## src/rtl/seg7_pkg.sv

```systemverilog
// rtl/seg7_pkg.sv - shared types and font table for the seven-segment scan driver
package seg7_pkg;

  localparam int DIGITS = 8;

  // Active-high segment codes {g,f,e,d,c,b,a} for hex digits 0..F
  localparam logic [6:0] SEG_FONT [16] = '{
    7'h3F, 7'h06, 7'h5B, 7'h4F, 7'h66, 7'h6D, 7'h7D, 7'h07,
    7'h7F, 7'h6F, 7'h77, 7'h7C, 7'h39, 7'h5E, 7'h79, 7'h71
  };

  // One complete frame's worth of display data
  typedef struct packed {
    logic [31:0] value;
    logic [7:0]  dots;
    logic        blank_lz;
  } disp_word_t;

endpackage

```

## src/rtl/seg7_scan_driver_if.sv

```systemverilog
// rtl/seg7_scan_driver_if.sv - data-in and display-out bundle of the scan driver
interface seg7_scan_driver_if;

  logic [31:0] value;
  logic [7:0]  dots;
  logic        blank_lz;
  logic        load;
  logic [7:0]  num_an;
  logic [7:0]  num_csn;
  logic        frame_start;
  logic        pending;

  // Producer of display words / consumer of pin state
  modport master (
    output value, dots, blank_lz, load,
    input  num_an, num_csn, frame_start, pending
  );

  // The scan driver itself
  modport slave (
    input  value, dots, blank_lz, load,
    output num_an, num_csn, frame_start, pending
  );

endinterface

```

## src/rtl/seg7_hex_decoder.sv

```systemverilog
// rtl/seg7_hex_decoder.sv - nibble to active-high seven-segment code
module seg7_hex_decoder
  import seg7_pkg::*;
(
  input  logic [3:0] nibble,
  output logic [6:0] seg
);

  // Straight lookup into the shared font table
  always_comb begin
    seg = SEG_FONT[nibble];
  end

endmodule

```

## src/rtl/seg7_scan_driver.sv

```systemverilog
// rtl/seg7_scan_driver.sv - eight-digit multiplexed display scanner with frame-atomic update
module seg7_scan_driver
  import seg7_pkg::*;
#(
  parameter int unsigned SCAN_DIV  = 12500,
  parameter int unsigned BLANK_CYC = 64
) (
  input  logic             clk,
  input  logic             rst,
  seg7_scan_driver_if.slave bus
);

  localparam logic [15:0] PRESC_MAX = 16'(SCAN_DIV - 1);
  localparam logic [15:0] BLANK_LIM = 16'(BLANK_CYC);

  logic [15:0] presc_q, presc_d;
  logic [2:0]  idx_q, idx_d;
  disp_word_t  shadow_q, shadow_d;
  disp_word_t  disp_q, disp_d;
  logic        pending_q, pending_d;
  logic        frame_start_q, frame_start_d;
  logic [7:0]  num_an_q, num_an_d;
  logic [7:0]  num_csn_q, num_csn_d;

  logic        tick;
  logic        frame_end;
  logic        commit;
  logic        blank_slot;
  logic [7:0]  lz_blank;
  logic [3:0]  cur_nibble;
  logic [6:0]  cur_seg;
  logic        cur_dp;
  logic        lit;

  assign tick      = (presc_q == PRESC_MAX);
  assign frame_end = tick && (idx_q == 3'd7);
  assign commit    = frame_end && pending_q;

  // Anti-ghost window at the head of every digit slot; absent entirely when BLANK_CYC is 0
  if (BLANK_CYC == 0) begin : g_no_blank
    assign blank_slot = 1'b0;
  end else begin : g_blank
    assign blank_slot = (presc_q < BLANK_LIM);
  end

  // Leading-zero mask: digit i is dark when every nibble from i up to 7 is zero
  always_comb begin
    logic zero_run;
    lz_blank = '0;
    zero_run = disp_q.blank_lz;
    for (int i = 7; i >= 1; i--) begin
      zero_run    = zero_run & (disp_q.value[i*4 +: 4] == 4'h0);
      lz_blank[i] = zero_run;
    end
  end

  assign cur_nibble = disp_q.value[{idx_q, 2'b00} +: 4];
  assign cur_dp     = disp_q.dots[idx_q];
  assign lit        = !blank_slot && !lz_blank[idx_q];

  seg7_hex_decoder u_hex (
    .nibble (cur_nibble),
    .seg    (cur_seg)
  );

  // Next-state for scan counters, double buffer and registered pin drive
  always_comb begin
    presc_d       = tick ? 16'd0 : presc_q + 16'd1;
    idx_d         = tick ? idx_q + 3'd1 : idx_q;
    // Last load wins; a load coinciding with commit stays in the shadow for the next frame
    shadow_d      = bus.load ? '{value: bus.value, dots: bus.dots, blank_lz: bus.blank_lz}
                             : shadow_q;
    disp_d        = commit ? shadow_q : disp_q;
    pending_d     = bus.load | (pending_q & ~commit);
    frame_start_d = frame_end;
    num_an_d      = 8'hFF;
    num_csn_d     = 8'hFF;
    if (lit) begin
      num_an_d  = ~(8'b1 << idx_q);
      num_csn_d = ~{cur_dp, cur_seg};
    end
  end

  // State update with synchronous reset to a dark display at digit 0
  always_ff @(posedge clk) begin
    if (rst) begin
      presc_q       <= '0;
      idx_q         <= '0;
      shadow_q      <= '0;
      disp_q        <= '0;
      pending_q     <= 1'b0;
      frame_start_q <= 1'b0;
      num_an_q      <= 8'hFF;
      num_csn_q     <= 8'hFF;
    end else begin
      presc_q       <= presc_d;
      idx_q         <= idx_d;
      shadow_q      <= shadow_d;
      disp_q        <= disp_d;
      pending_q     <= pending_d;
      frame_start_q <= frame_start_d;
      num_an_q      <= num_an_d;
      num_csn_q     <= num_csn_d;
    end
  end

  assign bus.num_an      = num_an_q;
  assign bus.num_csn     = num_csn_q;
  assign bus.frame_start = frame_start_q;
  assign bus.pending     = pending_q;

endmodule

```

## src/flat_wrapper.sv

```systemverilog
// flat-port wrapper written by rule: the top's interface ports become plain ports
module seg7_scan_driver_flat import seg7_pkg::*;
#(
  parameter int unsigned SCAN_DIV  = 12500,
  parameter int unsigned BLANK_CYC = 64
)
  (clk, rst, bus_value, bus_dots, bus_blank_lz, bus_load, bus_num_an, bus_num_csn, bus_frame_start, bus_pending);
  seg7_scan_driver_if bus_i ();
  input  logic clk;
  input  logic rst;
  input wire logic [$bits(bus_i.value)-1:0] bus_value;
  input wire logic [$bits(bus_i.dots)-1:0] bus_dots;
  input wire logic [$bits(bus_i.blank_lz)-1:0] bus_blank_lz;
  input wire logic [$bits(bus_i.load)-1:0] bus_load;
  output wire logic [$bits(bus_i.num_an)-1:0] bus_num_an;
  output wire logic [$bits(bus_i.num_csn)-1:0] bus_num_csn;
  output wire logic [$bits(bus_i.frame_start)-1:0] bus_frame_start;
  output wire logic [$bits(bus_i.pending)-1:0] bus_pending;
  assign bus_i.value = bus_value;
  assign bus_i.dots = bus_dots;
  assign bus_i.blank_lz = bus_blank_lz;
  assign bus_i.load = bus_load;
  assign bus_num_an = bus_i.num_an;
  assign bus_num_csn = bus_i.num_csn;
  assign bus_frame_start = bus_i.frame_start;
  assign bus_pending = bus_i.pending;
  seg7_scan_driver #(.SCAN_DIV(SCAN_DIV), .BLANK_CYC(BLANK_CYC)) u_core (.clk(clk), .rst(rst), .bus(bus_i));
endmodule
```

## config.mk

```make
export PLATFORM = sky130hd
export DESIGN_NAME = seg7_scan_driver_flat
export DESIGN_NICKNAME = d
export VERILOG_FILES = /design/src/rtl/seg7_pkg.sv /design/src/rtl/seg7_scan_driver_if.sv /design/src/rtl/seg7_hex_decoder.sv /design/src/rtl/seg7_scan_driver.sv /design/src/flat_wrapper.sv
export SDC_FILE = /design/constraint.sdc
export NUM_CORES = 1
export LEC_CHECK = 0
export BUFFER_PORTS_ARGS = -buffer_cell sky130_fd_sc_hd__buf_2
export CORE_ASPECT_RATIO = 2
export CORE_MARGIN = 8
export CORE_UTILIZATION = 52
export DETAILED_ROUTE_END_ITERATION = 10
export PLACE_DENSITY = 0.83
export SLEW_MARGIN = 10
export SYNTH_ARGS = -nofsm -noshare
export SYNTH_HDL_FRONTEND = slang
export SYNTH_SLANG_ARGS = --single-unit
```

## constraint.sdc

```tcl
create_clock -name clk -period 2.56 [get_ports clk]
set_input_delay 0.256 -clock clk [delete_from_list [all_inputs] [get_ports clk]]
set_output_delay 0.256 -clock clk [all_outputs]
set_load 0.01 [all_outputs]
```

# Yosys cells after proc, flatten, opt, wreduce, memory -nomap -nowiden
# Memories as Yosys holds them, arrays and structs flattened.
# Cells that the tools add are included.
[totals] n_memories=1 register_bits=119 romBits=112 wordCells=56 out_inout_bits=18
[op_classes] n_lt_le_gt_ge=3 n_addsub=2 n_bitwise=14 n_shift=2 eq_ne=2 n_mux=6 reduce_logical=14
[memory_table] memory="(name not given)" words=16 word_bits=7 rd=1 rd_clocked_by_memory_dff=0 write_ports=0 line="seg7_hex_decoder.sv:11" rtl="seg = SEG_FONT[nibble];"
[ops] operator="32-bit by 6-bit variable part select with 4-bit output" n=1
[ops] operator="4-bit logical NOT" n=7
[ops] operator="16-bit by 1-bit adder with 16-bit output, second input constant" n=1
[ops] operator="16-bit by 14-bit equality test with 1-bit output, second input constant" n=1
[ops] operator="16-bit by 7-bit less-than comparator with 1-bit output, second input constant" n=1
[ops] operator="8-bit NOT" n=2
[ops] operator="7-bit two-way mux" n=2
[ops] operator="1-bit AND" n=8
[ops] operator="1-bit by 3-bit left shift with 8-bit output, first input constant" n=1
[ops] operator="1-bit binary-select mux with 3-bit select" n=2
[ops] operator="5-bit greater-or-equal comparator, second input constant" n=1
[ops] operator="4-bit NOT with 5-bit output" n=1
[ops] operator="3-bit by 4-bit less-than comparator with 1-bit output, second input constant" n=1
[ops] operator="2-bit OR reduction" n=2
[ops] operator="3-bit by 1-bit adder with 3-bit output, second input constant" n=1
[ops] operator="3-bit equality test, second input constant" n=1
[ops] operator="1-bit logical AND" n=3
[ops] operator="1-bit logical NOT" n=2
[ops] operator="1-bit two-way mux" n=2
[ops] operator="1-bit NOT" n=2
[ops] operator="1-bit bitwise OR" n=1

# Depth between registers and ports, before layout
[logic_depth] depth_word=14 ltp_mapped=11 ltp_nobuf=9

# Modules after synthesis
# Synthesis repeated with hierarchy kept, for this count alone.
[hier_totals] hier_cells=551 area_unflattened_um2=5207.5
[modules_own_cells] mod="seg7_scan_driver" area_each_um2=4919.7 cells_per_inst=518 instances=1
[modules_own_cells] mod="seg7_hex_decoder" area_each_um2=287.8 cells_per_inst=33 instances=1

# Worst setup path before layout
# No wires, ideal clock.
[synth_timing] kind="register to register" startpoint="reg u_core.idx_q[0]" endpoint="reg u_core.num_csn_q[3], in the netlist u_core.bus.num_csn[3]" slack_ps=103 stages_incl_launch_ff=11 setup_ps=154 t_arrival_ps=2302 path_buffers=2 cell_sequence="dfxtp_1 buf_2 buf_2 mux2i_1 a32o_1 a221oi_1 inv_1 ha_1 nor2_1 a211oi_1 o21ai_0"
[synth_via] elab_chain_len=6 word_cells_on_any_way=12
[synth_lines] element="start, declared" line="seg7_scan_driver.sv:17" rtl="logic [2:0] idx_q, idx_d;"
[synth_lines] element="start signal, assigned" line="seg7_scan_driver.sv:97" rtl="idx_q <= idx_d;"
[synth_lines] element="32-bit by 6-bit variable part select with 4-bit output / 1-bit binary-select mux with 3-bit select (equally long branches)" line="seg7_scan_driver.sv:57, seg7_scan_driver.sv:59"
[synth_lines] element="4-bit NOT with 5-bit output (not written as such) / 1-bit two-way mux (equally long branches)" line="seg7_hex_decoder.sv:11, seg7_scan_driver.sv:59"
[synth_lines] element="memory read 16 x 7 bit / 1-bit logical NOT (equally long branches)"
[synth_lines] element="7-bit two-way mux (not written as such) / 1-bit logical AND (equally long branches)" line="seg7_hex_decoder.sv:11, seg7_scan_driver.sv:59"
[synth_lines] element="7-bit two-way mux (not written as such) / 1-bit NOT (equally long branches)"
[synth_lines] element="8-bit NOT / 2-bit OR reduction (equally long branches)"
[synth_lines] element="end signal, assigned" line="seg7_scan_driver.sv:103" rtl="num_csn_q <= num_csn_d;"
[synth_lines] element="end, declared" line="seg7_scan_driver.sv:23" rtl="logic [7:0] num_csn_q, num_csn_d;"
# Parallel ways exist; a longest one is shown, timed or not. The select of a mux whose other input is x is not followed.
# A chain may end at the register's enable or synchronous reset.

# Final worst setup path
[layout_timing] startpoint="reg u_core.presc_q[0]" endpoint="reg u_core.disp_q[18] in the netlist's numbering"
[layout_via] elab_chain_len=3
[layout_lines] element="start, declared" line="seg7_scan_driver.sv:16" rtl="logic [15:0] presc_q, presc_d;"
[layout_lines] element="start signal, assigned" line="seg7_scan_driver.sv:96" rtl="presc_q <= presc_d;"
[layout_lines] element="16-bit by 14-bit equality test with 1-bit output" line="seg7_scan_driver.sv:35" rtl="assign tick = (presc_q == PRESC_MAX);"
[layout_lines] element="1-bit logical AND" line="seg7_scan_driver.sv:36" rtl="assign frame_end = tick && (idx_q == 3'd7);"
[layout_lines] element="1-bit logical AND" line="seg7_scan_driver.sv:37" rtl="assign commit = frame_end && pending_q;"
[layout_lines] element="end signal, assigned" line="seg7_scan_driver.sv:99" rtl="disp_q <= disp_d;"
[layout_lines] element="end, declared" line="seg7_scan_driver.sv:19" rtl="disp_word_t disp_q, disp_d;"
# No other way between the ends.

==> impl_results.md <==
- Leak: roughly 0.0024 µW
- Startpoint types: flop
- Syn nets: just under 600
- Worst VDD drop: 0.000516 V
- Max-slew violation count: 0
- Synth Cell Area: between 0.005 and 0.006 mm²
- CTS Buffer Depth: 2
- Post-synthesis xor/xnor area fraction: roughly 2.6%
- Max stage delay on crit path: around 0.52 ns
- Simple-gate share of the synthesized area: about a fifth
- Met3 Routed Length: ~570 µm
- Met1 Wirelength: approximately 4700 µm
- Setup-failing EPs final: 0
- First DRT Iteration DRCs: 249
- Setup total negative slack: 0 ns
- Vias per std cell: around 5.5
- Mean post-synth cell area: about 9.4 µm²
- Initial antenna violation count: 0
- Crit. End Element: flop
- Maxcap violations: 0
- Vias in the first global route: between 3k and 4k
- Final GP Congestion: 0.862
- Worst min path class: input port to flop
- Post-synth top flop: dfxtp_1
- Proportion of synthesized area in mux cells: a little over an eighth
- Fraction of registers with async set/reset: 0%
- PwrDens: 755 mW/mm²
- Register area share after synthesis: a little under half
- Initial Utilization: between 50 and 60%
- Minimum clock period: 2.38 ns
- Largest family of logic cells by synthesized area: simple AND/OR/NAND/NOR gates
- Largest fanout on the critical path: 41
- Slowest CP cell: or4_4
- RSZ-0062 raised after global routing: false
- Ant diodes: 0
- Compound-Gate Fraction of Synth Area: between 10% and 20%
- Total power: around 4600 µW
- Die Span Y: approximately 160 µm
- DIE AREA: 0.0133 mm²
- Area share of fa/ha/maj cells after synthesis: under 10%
- CTS tree: built
- YS warnings: 0
- Wire length on met2: about 5200 µm
- Vias post-DR: roughly 4k
- Worst path arrival time: roughly 2.7 ns
- Core ar.: between 0.009 and 0.01 mm²
- Post-route cell area: 0.00611 mm²
- Synth cell count leaders: dfxtp_1, nand2_1, nor2_1
- Post-synth cell types: 45
- Setup Buffers After CTS: 0
- Ports: a little over 60
- Fin nets: about 660
- DR top layer: met4
- Buffers added on ports: 61
- Area contributors post-synth: dfxtp_1, mux2i_1, nand2_1, a21oi_2, nor2_1
- Total grt overflow: 0
- Syn Inst Count: ~540
- Synth top area share: a little under half
- Area leader, netlist: dfxtp_1
- H-tree levels: 4
- Fin. Hold Viols: 0
- Max_slew headroom: between 60% and 70%
- Number of flops mapped to enable cells by yosys: 0
- Worst-path cell chain: ha_1, or3b_2, or4_4, nor4_4, buf_12, nand2_1, a21oi_2
- CTS Buf Count: 17
- FP Rows: ~50
- Synth-to-Final Area Change: 20.9%
- Layout Utilization: around 64%
- Routed Antenna Nets: 0
- Remaining routing DRC violations: 0
- First-pass GRT wire length: around 18000 µm
- Setup Skew: approximately 0.0055 ns
- Worst-skew pair later-pin latency: approximately 0.41 ns
- FMAX: around 420 MHz
- Detailed placement HPWL: 7400 µm
- Most common cell in the netlist: dfxtp_1
- CTS clk-pin slew, worst paths: ~0.050 ns
- Clk sinks: 119
- Critical Path RT: between 2 and 3 ns
- Drt total wl: around 11000 µm
- Share of post-route cells with drive strength above 1: a little over a quarter
- GR Util All Layers: 16.9%
- #FFs+latches synth: ~120
- Largest net degree at the start of global routing: 42
- DR pass1 iterations: 5
- Die width: around 86 µm
- CTS root buf: clkbuf_16
- Worst slew pin tran: ~0.55 ns
- Final Cycle Share: 93.0%
- Placed cell area: 0.00547 mm²
- Status: completed
- Drt wl/cell: around 15 µm
- Setup Crit Path Kind: flop to flop
==> registers in the layout, indices dropped and copies added (netlist names) <==
signal	count
u_core.bus.frame_start	1
u_core.bus.num_an	8
u_core.bus.num_csn	8
u_core.bus.pending	1
u_core.disp_q	41
u_core.idx_q	3
u_core.presc_q	16
u_core.shadow_q	41
==> per-layer routing <==
metal  vias to the layer above  GRT usage [%]
li1                       1954              -
met5                         -              0
met4                         0           8.59
met1                      1854           18.8
met3                        26           6.29
met2                       121           27.4
==> layout by cell type, fill, tap and decap left out, drive strengths merged, types with 2 or more instances in the layout <==
master,count
dfxtp,119
nand2,100
buf,76
nor2,70
mux2i,53
a21oi,47
clkbuf,24
nand3,19
ha,12
nor4,12
inv,10
xor2,8
xnor2,7
mux4,6
o21ai,6
nor3,4
nand4,4
bufinv,4
clkinv,3
nor2b,2
a32o,2
a221oi,2
or2,2
or4,2
a22oi,2
o31ai,2
o211ai,2
==> power breakdown <==
part | total (µW) | switching (µW) | leakage [µW] | internal [µW]
Clock | 2530 | 801 | 0.000310 | 1730
Sequential | 1920 | 26.8 | 0.000969 | 1900
Combinational | 158 | 83.7 | 0.00111 | 74.5
Total | 4610 | 912 | 0.00239 | 3700
==> path summary, 6_finish.rpt <==
check	from	to	slack [ns]	depth (start not counted)
setup / recovery	u_core.presc_q[0]	u_core.disp_q[18]	0.18	7
hold / removal	bus_value[21]	u_core.shadow_q[30]	0.09	3
setup reg to reg	u_core.presc_q[0]	u_core.disp_q[18]	0.18	7
hold reg to reg	u_core.disp_q[9]	u_core.disp_q[9]	0.45	2
==> kinds of logic after synthesis <==
kind of cell / after synthesis
AND/OR/NAND/NOR: 220
flip-flops: 119
AO/OA/AOI/OAI: 69
multiplexers: 60
XOR/XNOR: 15
buffers and inverters: 42
adder cells (fa/ha/maj): 12
==> timing repair <==
item,4_1_cts,5_1_grt
hold buffers,0,0
endpoints found under the setup margin,0,20
hold endpoints to repair,0,0
gates resized for setup,0,2
==> through the flow <==
stage	hold slack (ns)	setup WS (ns)	cells
5_1_grt	0.0771	0.0524	719
3_5_place_dp	0.444	0.184	687
3_3_place_gp	0.429	0.273	687
2_1_floorplan	0.403	0.103	537
4_1_cts	0.0763	0.0763	719
6_report	0.0869	0.179	719
==> worst max-delay path: cells and delay by family (launching register included) <==
| family | cells | cell delay (ns) |
|---|---|---|
| AO/OA/AOI/OAI | 1 | 0.14 |
| buffers and inverters | 1 | 0.24 |
| adder cells (fa/ha/maj) | 1 | 0.24 |
| AND/OR/NAND/NOR | 4 | 1.32 |
| flip-flops | 1 | 0.36 |
==> area by class of cell <==
| class | count | area, µm² |
|---|---|---|
| multi-input combinational | 376 | 2470 |
| timing repair buffer | 76 | 445 |
| sequential | 119 | 2380 |
| inverter | 10 | 37.5 |
| clock buffer | 24 | 492 |
| fill | 723 | 3460 |
| tap | 106 | 133 |
| clock inverter | 8 | 143 |
(Power assumes the default switching activity.)
